**config.mk**
```make
export PLATFORM = sky130hd
export DESIGN_NAME = uart_tx_arb
export DESIGN_NICKNAME = d
export VERILOG_FILES = /design/src/rtl/uart_pkg.sv /design/src/rtl/uart_rr_arb.sv /design/src/rtl/uart_tx_arb.sv
export SDC_FILE = /design/constraint.sdc
export NUM_CORES = 1
export LEC_CHECK = 0
export CORE_UTILIZATION = 30
export CTS_BUF_LIST = sky130_fd_sc_hd__clkbuf_8
export DETAILED_ROUTE_END_ITERATION = 16
export PLACE_DENSITY = 0.77
export SLEW_MARGIN = 20
export SYNTH_ARGS = -nofsm -noshare
export SYNTH_HDL_FRONTEND = slang
export SYNTH_SLANG_ARGS = --single-unit
```
**constraint.sdc**
```tcl
create_clock -name clk_i -period 1.14 [get_ports clk_i]
set_input_delay 0.228 -clock clk_i [delete_from_list [all_inputs] [get_ports clk_i]]
set_output_delay 0.228 -clock clk_i [all_outputs]
set_load 0.01 [all_outputs]
```
**src/rtl/uart_pkg.sv**
```systemverilog
// uart_pkg
//   Shared UART definitions: character-width default, the transmit-arbiter
//   state encoding and a helper that sizes index fields.
//   No ports (package).
package uart_pkg;

    localparam int unsigned uart_data_bits_c = 8;

    typedef enum logic [1:0] {
        e_idle      = 2'd0,
        e_issue     = 2'd1,
        e_wait_done = 2'd2
    } uart_tx_arb_state_e;

    // Width of an index into n items; a single item still gets one bit.
    function automatic int unsigned uart_idx_width(input int unsigned n);
        return (n > 1) ? $clog2(n) : 1;
    endfunction

endpackage

```
**src/rtl/uart_rr_arb.sv**
```systemverilog
// uart_rr_arb
//   Combinational round-robin pick: the first set request found searching
//   upward from rr_ptr_i, wrapping at num_req_p.
//   Ports:
//     req_i    [num_req_p-1:0]  request vector
//     rr_ptr_i [ptr_w-1:0]      index the search starts from
//     grant_o  [num_req_p-1:0]  one-hot winner, zero when no request
module uart_rr_arb
    import uart_pkg::*;
#(
    parameter  int num_req_p = 2,
    localparam int ptr_w     = uart_idx_width(num_req_p)
) (
    input  logic [num_req_p-1:0] req_i,
    input  logic [ptr_w-1:0]     rr_ptr_i,
    output logic [num_req_p-1:0] grant_o
);

    int               idx;
    logic [ptr_w-1:0] sel;
    logic             found;

    always_comb begin
        grant_o = '0;
        found   = 1'b0;
        idx     = 0;
        sel     = '0;
        for (int k = 0; k < num_req_p; k++) begin
            idx = int'(rr_ptr_i) + k;
            if (idx >= num_req_p) begin
                idx = idx - num_req_p;
            end
            sel = ptr_w'(idx);
            if (!found && req_i[sel]) begin
                grant_o[sel] = 1'b1;
                found        = 1'b1;
            end
        end
    end

endmodule

```
**src/rtl/uart_tx_arb.sv**
```systemverilog
// uart_tx_arb
//   Shares one UART transmitter between num_req_p requesters. A winner is
//   picked round-robin only when idle and keeps the transmitter until its
//   last character has completed, so packets never interleave.
//   Optional macro UART_TX_ARB_TIMEOUT_EN: a locked owner that leaves its
//   valid low for idle_timeout_p consecutive issue cycles loses the lock.
//   Ports:
//     clk_i, reset_i            clock, asynchronous active-high reset
//     req_v_i/req_data_i/req_last_i/req_ready_and_o  requester side
//     tx_v_o/tx_o/tx_ready_and_i/tx_done_i           transmitter side
//     grant_o                   one-hot current owner
//     busy_o                    high whenever not idle
//
//   state       | meaning
//   ------------+------------------------------------------------------
//   e_idle      | no owner; arbitrate among valid requesters
//   e_issue     | present owner's character until the transmitter takes it
//   e_wait_done | character accepted; wait for frame completion
module uart_tx_arb
    import uart_pkg::*;
#(
    parameter int num_req_p      = 2,
    parameter int data_bits_p    = uart_data_bits_c,
    parameter int idle_timeout_p = 1024
) (
    input  logic                           clk_i,
    input  logic                           reset_i,
    input  logic [num_req_p-1:0]           req_v_i,
    input  logic [num_req_p*data_bits_p-1:0] req_data_i,
    input  logic [num_req_p-1:0]           req_last_i,
    output logic [num_req_p-1:0]           req_ready_and_o,
    output logic                           tx_v_o,
    output logic [data_bits_p-1:0]         tx_o,
    input  logic                           tx_ready_and_i,
    input  logic                           tx_done_i,
    output logic [num_req_p-1:0]           grant_o,
    output logic                           busy_o
);

    localparam int ptr_w = uart_idx_width(num_req_p);

    if (num_req_p < 2 || num_req_p > 8 || data_bits_p < 1 || idle_timeout_p < 1) begin : g_param_chk
        $error("uart_tx_arb: parameter out of range");
    end

    uart_tx_arb_state_e state_q, state_d;
    logic [num_req_p-1:0]   grant_q, grant_d;
    logic [ptr_w-1:0]       rr_ptr_q, rr_ptr_d;
    logic                   last_q, last_d;

    logic [num_req_p-1:0]   win_oh;
    logic [ptr_w-1:0]       grant_idx;
    logic [ptr_w-1:0]       nxt_ptr;
    logic                   v_sel;
    logic                   last_sel;
    logic [data_bits_p-1:0] data_sel;

`ifdef UART_TX_ARB_TIMEOUT_EN
    localparam int tmo_w = $clog2(idle_timeout_p + 1);
    localparam logic [tmo_w-1:0] tmo_load = tmo_w'(idle_timeout_p - 1);

    // sent_q: owner already has a character through, so the packet is locked.
    logic             sent_q, sent_d;
    logic [tmo_w-1:0] tmo_q, tmo_d;
`endif

    uart_rr_arb #(
        .num_req_p (num_req_p)
    ) u_rr_arb (
        .req_i    (req_v_i),
        .rr_ptr_i (rr_ptr_q),
        .grant_o  (win_oh)
    );

    // Owner's signals selected by the one-hot grant.
    always_comb begin
        v_sel     = |(req_v_i & grant_q);
        last_sel  = |(req_last_i & grant_q);
        data_sel  = '0;
        grant_idx = '0;
        for (int i = 0; i < num_req_p; i++) begin
            if (grant_q[i]) begin
                data_sel  = req_data_i[i*data_bits_p +: data_bits_p];
                grant_idx = ptr_w'(i);
            end
        end
        nxt_ptr = (grant_idx == ptr_w'(num_req_p - 1)) ? '0 : grant_idx + 1'b1;
    end

    always_comb begin
        state_d         = state_q;
        grant_d         = grant_q;
        rr_ptr_d        = rr_ptr_q;
        last_d          = last_q;
        tx_v_o          = 1'b0;
        tx_o            = '0;
        req_ready_and_o = '0;
`ifdef UART_TX_ARB_TIMEOUT_EN
        sent_d          = sent_q;
        tmo_d           = tmo_load;
`endif
        case (state_q)
            e_idle: begin
`ifdef UART_TX_ARB_TIMEOUT_EN
                sent_d = 1'b0;
`endif
                if (|req_v_i) begin
                    grant_d = win_oh;
                    state_d = e_issue;
                end
            end
            e_issue: begin
                tx_v_o          = v_sel;
                tx_o            = data_sel;
                req_ready_and_o = grant_q & {num_req_p{tx_ready_and_i}};
                if (v_sel && tx_ready_and_i) begin
                    last_d  = last_sel;
                    state_d = e_wait_done;
`ifdef UART_TX_ARB_TIMEOUT_EN
                    sent_d  = 1'b1;
                end else if (sent_q && !v_sel) begin
                    // tmo_q was loaded on the last non-counting cycle, so it
                    // hits zero on the idle_timeout_p-th consecutive idle cycle.
                    if (tmo_q == '0) begin
                        state_d  = e_idle;
                        grant_d  = '0;
                        rr_ptr_d = nxt_ptr;
                        sent_d   = 1'b0;
                    end else begin
                        tmo_d = tmo_q - 1'b1;
                    end
`endif
                end
            end
            e_wait_done: begin
                if (tx_done_i) begin
                    if (last_q) begin
                        state_d  = e_idle;
                        grant_d  = '0;
                        rr_ptr_d = nxt_ptr;
                    end else begin
                        state_d  = e_issue;
                    end
                end
            end
            default: begin
                state_d = e_idle;
                grant_d = '0;
            end
        endcase
    end

    always_ff @(posedge clk_i or posedge reset_i) begin
        if (reset_i) begin
            state_q  <= e_idle;
            grant_q  <= '0;
            rr_ptr_q <= '0;
            last_q   <= 1'b0;
`ifdef UART_TX_ARB_TIMEOUT_EN
            sent_q   <= 1'b0;
            tmo_q    <= '0;
`endif
        end else begin
            state_q  <= state_d;
            grant_q  <= grant_d;
            rr_ptr_q <= rr_ptr_d;
            last_q   <= last_d;
`ifdef UART_TX_ARB_TIMEOUT_EN
            sent_q   <= sent_d;
            tmo_q    <= tmo_d;
`endif
        end
    end

    assign grant_o = grant_q;
    assign busy_o  = (state_q != e_idle);

endmodule
```
== Yosys cells after proc, flatten, opt, wreduce, memory -nomap -nowiden ==
Cells that the tools add are included.
W data, S select, Z words.

* $add $sub $neg: 4
* $lt $le $gt $ge: 6
* Equal/unequal tests: 6
* Muxes and demuxes: 29
* Bitwise gates (word level): 5
* Reductions and logical operators: 14

{| class="wikitable"
|+ Operators with widths
! operator !! count
|-
| $mux W8 || 3
|-
| $mux W2 || 9
|-
| $mux W1 || 13
|-
| $pmux W2 S3 || 2
|-
| $ne A2 B2 Y1 const B || 4
|-
| $and A2 B2 Y2 || 3
|-
| $reduce_and A3 Y1 || 2
|-
| $reduce_or A2 Y1 || 3
|-
| $logic_and A1 B1 Y1 || 4
|-
| $lt A1 B2 Y1 const B || 2
|-
| $reduce_and A4 Y1 || 1
|-
| $add A1 B1 Y2 const B || 1
|-
| $demux W1 S1 || 2
|-
| $eq A2 B1 Y1 const B || 1
|-
| $eq A2 B2 Y1 const B || 1
|-
| $ge A1 B1 Y1 const B || 2
|-
| $ge A1 B2 Y1 const B || 1
|-
| $ge A2 B2 Y1 const B || 1
|-
| $logic_not A2 Y1 || 1
|-
| $or A2 B2 Y2 || 1
|-
| $reduce_and A2 Y1 || 1
|-
| $reduce_bool A2 Y1 || 1
|-
| $sub A1 B1 Y1 const B || 2
|-
| $add A1 B1 Y1 const B || 1
|-
| other kinds (2) || 2
|}

* Flip-flop bits (word level): 6
* Output and inout bits: 14
* Logic and storage cells: 68

== Logic depth before layout (Yosys ltp) ==
Gate-level depths: netlist of the first run.

* Depth after elaboration: 11
* Mapped depth: 4
* Depth with buffers taken out: 3

== Modules after synthesis ==
A second synthesis of the first run with hierarchy kept.

* Cells, all modules: 58
* Area, all modules: 486.7 um^2

{| class="wikitable"
|+ Modules (own cells, without submodules)
! module !! times used !! cells each !! area an instance (um^2)
|-
| uart_tx_arb || 1 || 55 || 467.9
|-
| uart_rr_arb || 1 || 3 || 18.8
|}

== Worst setup path before layout of the first run ==
Ideal clock, no wire load.

* Path type: flip-flop to output port
* Start point: reg grant_q[0], in the netlist grant_o[0]
* End point: out tx_o[1]
* Data arrival time: 0.998 ns
* Data required time: 0.912 ns
* Setup slack: -0.086 ns
* Stages on the path, launching flop included: 5
* Buffers on the path: 1
* Cell sequence: dfrtp_1 nor2b_1 buf_2 a22oi_1 nor2_1

* Cells in the longest elaborated chain, start to end: 3

{| class="wikitable"
|+ RTL lines
! what !! RTL line !! text
|-
| start: declaration || uart_tx_arb.sv:47 || <nowiki>logic [num_req_p-1:0] grant_q, grant_d;</nowiki>
|-
| start signal: assignment || uart_tx_arb.sv:165 || <nowiki>grant_q <= grant_d;</nowiki>
|-
| $mux W8 (2 in series) || uart_tx_arb.sv:82 || <nowiki>if (grant_q[i]) begin</nowiki>
|-
| $mux W8 || uart_tx_arb.sv:102 || <nowiki>case (state_q)</nowiki>
|-
| end: declaration || uart_tx_arb.sv:33 || <nowiki>output logic [data_bits_p-1:0] tx_o,</nowiki>
|}

No other way between the ends.

== Final worst setup path of the first run ==
* Start point: reg grant_q[1], in the netlist grant_o[1]
* End point: out tx_o[6]

* Cells in the longest elaborated chain, start to end: 2

{| class="wikitable"
|+ RTL lines
! what !! RTL line
|-
| $mux W8 || uart_tx_arb.sv:82
|-
| $mux W8 || uart_tx_arb.sv:102
|}

No other way between the ends.

==> flow_summary.rst, run 1 <==
.. list-table::
   :header-rows: 1

   * - Metric
     - Value
   * - Switching Share
     - 39.0%
   * - Total Routed Length
     - 2430 um
   * - Number of nets with antenna violations after detailed routing
     - 0
   * - Worst Path Buf+Inv
     - 3
   * - Arrival time worst endpoint
     - 1.30 ns
   * - TritonCTS sink count
     - 6
   * - Synthesized area
     - 485 um2
   * - Die extent in y
     - 42.2 um
   * - 1st-pass router iterations
     - 4
   * - Fmax
     - 656 MHz
   * - Average cell area after synthesis
     - 7.96 um2
   * - Area after detailed placement
     - 998 um2
   * - First-pass GRT wire length
     - 3510 um
   * - Number of buffers created by CTS
     - 3
   * - Max H-tree Level
     - 1
   * - I/O pin cnt
     - 38
   * - Detail-routed via count per cell
     - 5.42
   * - Area Growth Syn to Fin
     - 164%
   * - Most frequently used flop master after synthesis
     - dfrtp_1
   * - Cell area after layout
     - 1280 um2
   * - Setup repair after global routing missed its margin
     - yes
   * - Critical path capture point type
     - output pin
   * - Total Nets Final
     - 148
   * - Worst setup slack after placement
     - -0.534 ns
   * - Final min period
     - 1.52 ns
   * - CP top delay family
     - buffers and inverters
   * - Sequential standard cell area
     - 151 um2
   * - Tot GR Track Use
     - 26.5%
   * - Clock share of power
     - 10.9%
   * - Worst min-delay path class
     - in -> async
   * - Multi-input logic area
     - 449 um2
   * - CTS max path bufs
     - 2
   * - Fin. Hold Viols
     - 0
   * - Avg WL per Cell
     - 17.4 um
   * - Sequential element share of the synthesized area
     - 30.9%
   * - Count of placed standard cells including taps
     - 125
   * - Count of non-filler cells in the finished layout
     - 139
   * - Antenna violations before repair
     - 0
   * - Number of buffer cells added on primary ports
     - 37
   * - Cell Int Power
     - 1920 uW
   * - Clock slew seen by the registers of the worst setup and hold paths
     - 0.04 ns
   * - Final critical-path share of the clock period
     - 134%
   * - Cell chosen for the clock root
     - clkbuf_8
   * - Detailed Route Iter0 Violations
     - 21
   * - Crit path setup slack, layout
     - -0.385 ns
   * - TritonCTS clock tree
     - yes
   * - Pin slew with the least headroom to its limit
     - 0.296 ns
   * - Area share of the leading cell type in the synthesized netlist
     - 30.9%
   * - Number of global-route vias before repair
     - 723
   * - Gpl congestion
     - 0.727
   * - Worst hold margin
     - 0.235 ns
   * - Max FO, Critical Path
     - 6
   * - Remaining design rule violation count
     - 0
   * - Cells after Synth
     - 61
   * - Number of diodes
     - 0
   * - Filler Cells Inserted
     - 73
   * - Data required time at the worst endpoint
     - 0.91 ns
   * - Clock Latency Late Sink
     - 0.23 ns
   * - Core box area
     - 1510 um2
   * - Cell Chain, Critical Path
     - buf_6 -> buf_12 -> a22oi_2 -> nor2_1 -> buf_2
   * - YS warnings
     - 0
   * - Estimated wirelength of the detail-placed design
     - 1340 um
   * - Peak VDD IR
     - 1.72 mV
   * - P_leak
     - 0.000559 uW
   * - Full die area
     - 1780 um2
   * - Portion of total power attributed to combinational logic
     - 76.0%
   * - Startpoint Class
     - flop
   * - Synthesized netlist net count
     - 85
   * - Slowest cell on the critical path
     - dfrtp_1
   * - MaxCap Viol Count
     - 0
   * - Number of max-slew violations in the final report
     - 0
   * - Count of vias placed by the detailed router
     - 754
   * - Standard-cell row count
     - 14
   * - Yosys reg bits
     - 6
   * - Crit path kind
     - reg -> out
   * - Switch Pwr
     - 1230 uW
   * - Effective utilization at floorplan
     - 32.2%
   * - Crit-path max cell delay
     - 0.41 ns
   * - Final total negative setup slack
     - -4.80 ns
   * - Violated checks
     - setup timing
   * - Top post-synthesis cells by area
     - dfrtp_1 31%, a22oi_1 12%, nand3b_1 6.2%
   * - Worst slew margin relative to its limit
     - 80.2%
   * - Overflow after GRT
     - 0
   * - EDFF count, synth
     - 0
   * - Width of the die
     - 42.2 um
   * - Cell type with the highest aggregate area in the netlist
     - dfrtp_1
   * - Power per standard cell area
     - 2450 nW/um2
   * - Proportion of synthesized flip-flops having asynchronous set or reset
     - 100%
   * - Outcome
     - finished with violations
   * - Final setup violation count
     - 19
   * - Clock skew
     - 0.0117 ns
   * - Fraction of final layout cells with drive strength greater than 1
     - 55.3%
   * - Pin count of the biggest net entering global routing
     - 8
   * - Number of library cell types mapped by synthesis
     - 24
   * - Sequential share of power
     - 13.0%
-- stage by stage --
| step | power, uW | util (%) |
|---|---|---|
| after floorplan | 1090 | - |
| after global placement | 1950 | 66.3 |
| after detailed placement | 1980 | 66.3 |
| after CTS | 2680 | 77.0 |
| after global routing | 3320 | 85.1 |
| final | 3150 | 85.1 |
-- repair_timing --
item,in CTS,in global routing
buffers inserted,6,4
hold buffers,0,0
resized for setup,84,19
pin swaps,8,5
setup endpoints to repair,20,20
cloned,1,0
-- synthesized netlist by cell type (2+ instances only) --
library cell and count:
o31ai_1 2, o21ai_0 2, inv_1 4, nand3b_1 4, nor2_1 8, o211ai_1 3, buf_2 3, a22oi_1 8
dfrtp_1 6, nand2_1 4, nand3_1 2, nor2b_1 2, and3_1 2
-- sequential cells by signal (all words and copies together) (netlist names) --
| signal | cells |
|---|---|
| rr_ptr_q | 1 |
| last_q | 1 |
| state_q | 2 |
| grant_o | 2 |
-- layout make-up --
class	count	area share, %
clock buffers	3	3.22
multi-input cells	47	35.0
clock inverters	1	0.293
inverters	4	1.17
well taps	16	1.56
flip-flops and latches	6	11.8
repair buffers	62	46.9
-- cell usage in the layout, fill, tap and decap left out, drive strengths merged --
master	n
o211ai	3
and2b	1
nor2b	2
nor2	8
a21oi	1
nand3b	4
clkdlybuf4s50	23
a31oi	1
nand2b	2
clkbuf	3
and3	2
dfrtp	6
buf	39
o21ai	2
nand2	4
o31ai	2
o22ai	1
nand3	2
o21bai	1
a22oi	9
inv	5
a41oi	1
or2	1
-- power groups by stage --
| stage | Clock (uW) | Sequential (uW) | Combinational [uW] |
|---|---|---|---|
| global route | 370 | 420 | 2530 |
| floorplan | 0 | 406 | 679 |
| CTS | 336 | 386 | 1950 |
| detailed placement | 0 | 362 | 1620 |
| global placement | 0 | 358 | 1600 |
| finish | 345 | 411 | 2390 |
-- logic make-up after synthesis --
group | synth area share, %
compound gates | 31.7
simple gates | 29.6
buf+inv | 7.73
flops | 30.9
-- worst reg2reg max path: stages, from the launching register on --
cell	delay, ns
dfrtp_1	0.40
nand2b_4	0.17
buf_6	0.14
buf_6	0.12
o31ai_4	0.25
o31ai_4	0.11
-- worst paths after layout --
check | startpoint | end | slack (ns) | cells past startpoint
hold / removal | reset_i | grant_o[1] | 0.23 | 2
setup / recovery | grant_o[1] | tx_o[6] | -0.38 | 5
setup reg to reg | state_q[1] | last_q | -0.18 | 5
hold reg to reg | rr_ptr_q | rr_ptr_q | 0.63 | 2
min in group clk_i | rr_ptr_q | rr_ptr_q | 0.63 | 2
max in group asynchronous | reset_i | grant_o[0] | 0.67 | 2
-- metal layers --
layer | track usage (%) | vias to the layer above | wire length, um | share of wire (%)
met5 | 0 | - | 0 | 0
met4 | 4.38 | 0 | 23 | 0.95
met3 | 6.90 | 5 | 122 | 5.0
met2 | 44.6 | 32 | 1230 | 51
met1 | 34.4 | 366 | 1050 | 43
li1 | - | 351 | - | -
Power figures use the tool's default switching activity.
==> run 2, diff against run 1 <==
--- a/config.mk
+++ b/config.mk
@@ -7,8 +7,11 @@
 export LEC_CHECK = 0
 export CORE_UTILIZATION = 30
 export CTS_BUF_LIST = sky130_fd_sc_hd__clkbuf_8
+export CTS_CLUSTER_DIAMETER = 80
+export CTS_CLUSTER_SIZE = 16
 export DETAILED_ROUTE_END_ITERATION = 16
 export PLACE_DENSITY = 0.77
+export REMOVE_ABC_BUFFERS = 1
 export SLEW_MARGIN = 20
 export SYNTH_ARGS = -nofsm -noshare
 export SYNTH_HDL_FRONTEND = slang
==> run 2 against run 1 <==
Effect of this change: the flow still finishes with violations (setup timing); combinational power is 26% lower; total power is 22% lower; critical endpoint is now tx_o[2]; clock skew is 0.0084 ns lower; die area stayed put.
==> flow_summary.rst, run 2 (same netlist as run 1, synthesis figures left out) <==
.. list-table::
   :header-rows: 1

   * - Metric
     - Value
   * - Outcome
     - finished with violations
   * - Violated checks
     - setup timing
   * - TritonCTS sink count
     - 6
   * - Arrival time worst endpoint
     - 1.24 ns
   * - I/O pin cnt
     - 38
   * - Startpoint Class
     - flop
   * - Number of max-slew violations in the final report
     - 0
   * - Area Growth Syn to Fin
     - 121%
   * - Final critical-path share of the clock period
     - 129%
   * - Final min period
     - 1.47 ns
   * - Gpl congestion
     - 0.792
   * - Total Nets Final
     - 140
   * - Data required time at the worst endpoint
     - 0.91 ns
   * - Filler Cells Inserted
     - 118
   * - Number of hold buffers added after cts
     - 0
   * - Fin. Hold Viols
     - 0
   * - Number of nets with antenna violations after detailed routing
     - 0
   * - Sequential standard cell area
     - 150 um2
   * - Commonest cells after routing, fill and taps aside
     - 23 x clkdlybuf4s50_1, 11 x buf_2, 11 x buf_4
   * - Crit path kind
     - reg -> out
   * - Antenna violations before repair
     - 0
   * - P_leak
     - 0.000491 uW
   * - Number of buffers created by CTS
     - 3
   * - Overflow after GRT
     - 0
   * - Setup repair after global routing missed its margin
     - yes
   * - Pin count of the biggest net entering global routing
     - 11
   * - Clock Latency Late Sink
     - 0.22 ns
   * - Number of global-route vias before repair
     - 706
   * - MaxCap Viol Count
     - 0
   * - Max H-tree Level
     - 1
   * - Worst hold margin
     - 0.222 ns
   * - Slowest cell on the critical path
     - dfrtp_1
   * - Number of cells on the worst reg-to-reg path
     - 6
   * - Avg WL per Cell
     - 14.5 um
   * - 1st-pass router iterations
     - 4
   * - Worst min-delay path class
     - in -> async
   * - Worst slew margin relative to its limit
     - 84.5%
   * - Fraction of final layout cells with drive strength greater than 1
     - 44.7%
   * - Clock skew
     - 0.00337 ns
   * - Multi-input logic area
     - 368 um2
   * - Most common library cell in the layout ignoring fill and taps
     - clkdlybuf4s50_1
   * - Full die area
     - 1780 um2
   * - Cell Chain, Critical Path
     - buf_6 -> buf_12 -> a22oi_1 -> nor2_1 -> buf_2
   * - Crit-path max cell delay
     - 0.40 ns
   * - Peak VDD IR
     - 1.36 mV
   * - Crit path setup slack, layout
     - -0.332 ns
   * - Pin slew with the least headroom to its limit
     - 0.232 ns
   * - TritonCTS clock tree
     - yes
   * - CTS max path bufs
     - 2
   * - Estimated wirelength of the detail-placed design
     - 1410 um
   * - Standard-cell row count
     - 14
   * - Power per standard cell area
     - 2290 nW/um2
   * - First-pass GRT wire length
     - 3050 um
   * - Remaining design rule violation count
     - 0
   * - Die extent in y
     - 42.2 um
   * - Minimum setup slack among reg-to-reg paths
     - -0.16 ns
   * - Total Routed Length
     - 1890 um
   * - Fmax
     - 679 MHz
   * - Final setup violation count
     - 17
   * - Tot GR Track Use
     - 22.1%
   * - Cell chosen for the clock root
     - clkbuf_8
   * - Max FO, Critical Path
     - 6
   * - Number of buffer cells added on primary ports
     - 37
   * - Clock slew seen by the registers of the worst setup and hold paths
     - 0.04 ns
   * - Count of vias placed by the detailed router
     - 664
   * - Worst setup slack after placement
     - -0.567 ns
   * - Core box area
     - 1510 um2
   * - Critical path capture point type
     - output pin
   * - Number of diodes
     - 0
   * - Detailed Route Iter0 Violations
     - 4
   * - Startpoint of the lowest-slack register-to-register path
     - grant_o[1]
   * - Effective utilization at floorplan
     - 32.2%
   * - Crit Reg-Reg Endpoint
     - last_q
   * - Detail-routed via count per cell
     - 5.11
   * - Width of the die
     - 42.2 um
run 2: cell types whose count changed in the layout (fill, tap and decap cells not counted), moves of 2 or more:
cell / before / now
buf_6: 17 / 8
a22oi_1: 1 / 4
a22oi_2: 8 / 5
buf_12: 3 / 1
buf_2: 9 / 11
o31ai_2: 0 / 2
o31ai_4: 2 / 0
run 2: worst max-delay path by stage:
stage | start | endpoint | slack [ns] | depth (start not counted)
floorplan | grant_o[1] | tx_o[1] | -0.25 | 3
CTS | grant_o[1] | tx_v_o | -0.34 | 5
finish | grant_o[1] | tx_o[2] | -0.33 | 5
global route | grant_o[1] | tx_o[4] | -0.40 | 5
global placement | req_v_i[0] | tx_v_o | -0.53 | 4
detailed placement | req_data_i[0] | tx_o[0] | -0.57 | 4
run 2: final cells by class:
class,count,share of cell area (%)
Timing Repair Buffer,54,44.6
Multi-Input combinational cell,47,34.3
Sequential cell,6,14.0
Clock buffer,3,3.85
Tap cell,16,1.87
Inverter,4,1.40
run 2: power by group:
part	internal, uW	switching [uW]
Sequential	302	75.6
Combinational	973	785
Clock	227	93.2
Total	1500	953
run 2: per-stage QoR:
stage	setup TNS (ns)	cells	utilization (%)	power, uW	instance area [um2]
global placement	-7.04	123	64.0	1850	963
floorplan	-1.87	57	-	1000	463
CTS	-4.02	128	66.8	2260	1010
detailed placement	-7.34	123	64.0	1890	963
global route	-5.16	130	71.2	2640	1070
finish	-3.90	130	71.2	2450	1070
run 2: what timing repair did:
| item | in CTS | in global routing |
|---|---|---|
| resized for setup | 71 | 11 |
| pin swaps | 5 | 5 |
| setup endpoints to repair | 20 | 20 |
| buffers inserted | 3 | 2 |
run 2: worst max-delay path: cells and delay by family, from the launching register on:
| family | cells | cell delay, ns |
|---|---|---|
| AO/OA/AOI/OAI | 1 | 0.16 |
| flip-flops | 1 | 0.40 |
| AND/OR/NAND/NOR | 1 | 0.05 |
| buffers and inverters | 3 | 0.41 |
run 2: metal layers:
| metal | GRT usage [%] | share of wire (%) |
|---|---|---|
| met4 | 5.63 | 0.74 |
| met5 | 0 | 0 |
| met1 | 24.5 | 41 |
| met2 | 40.0 | 55 |
| met3 | 7.33 | 3.2 |
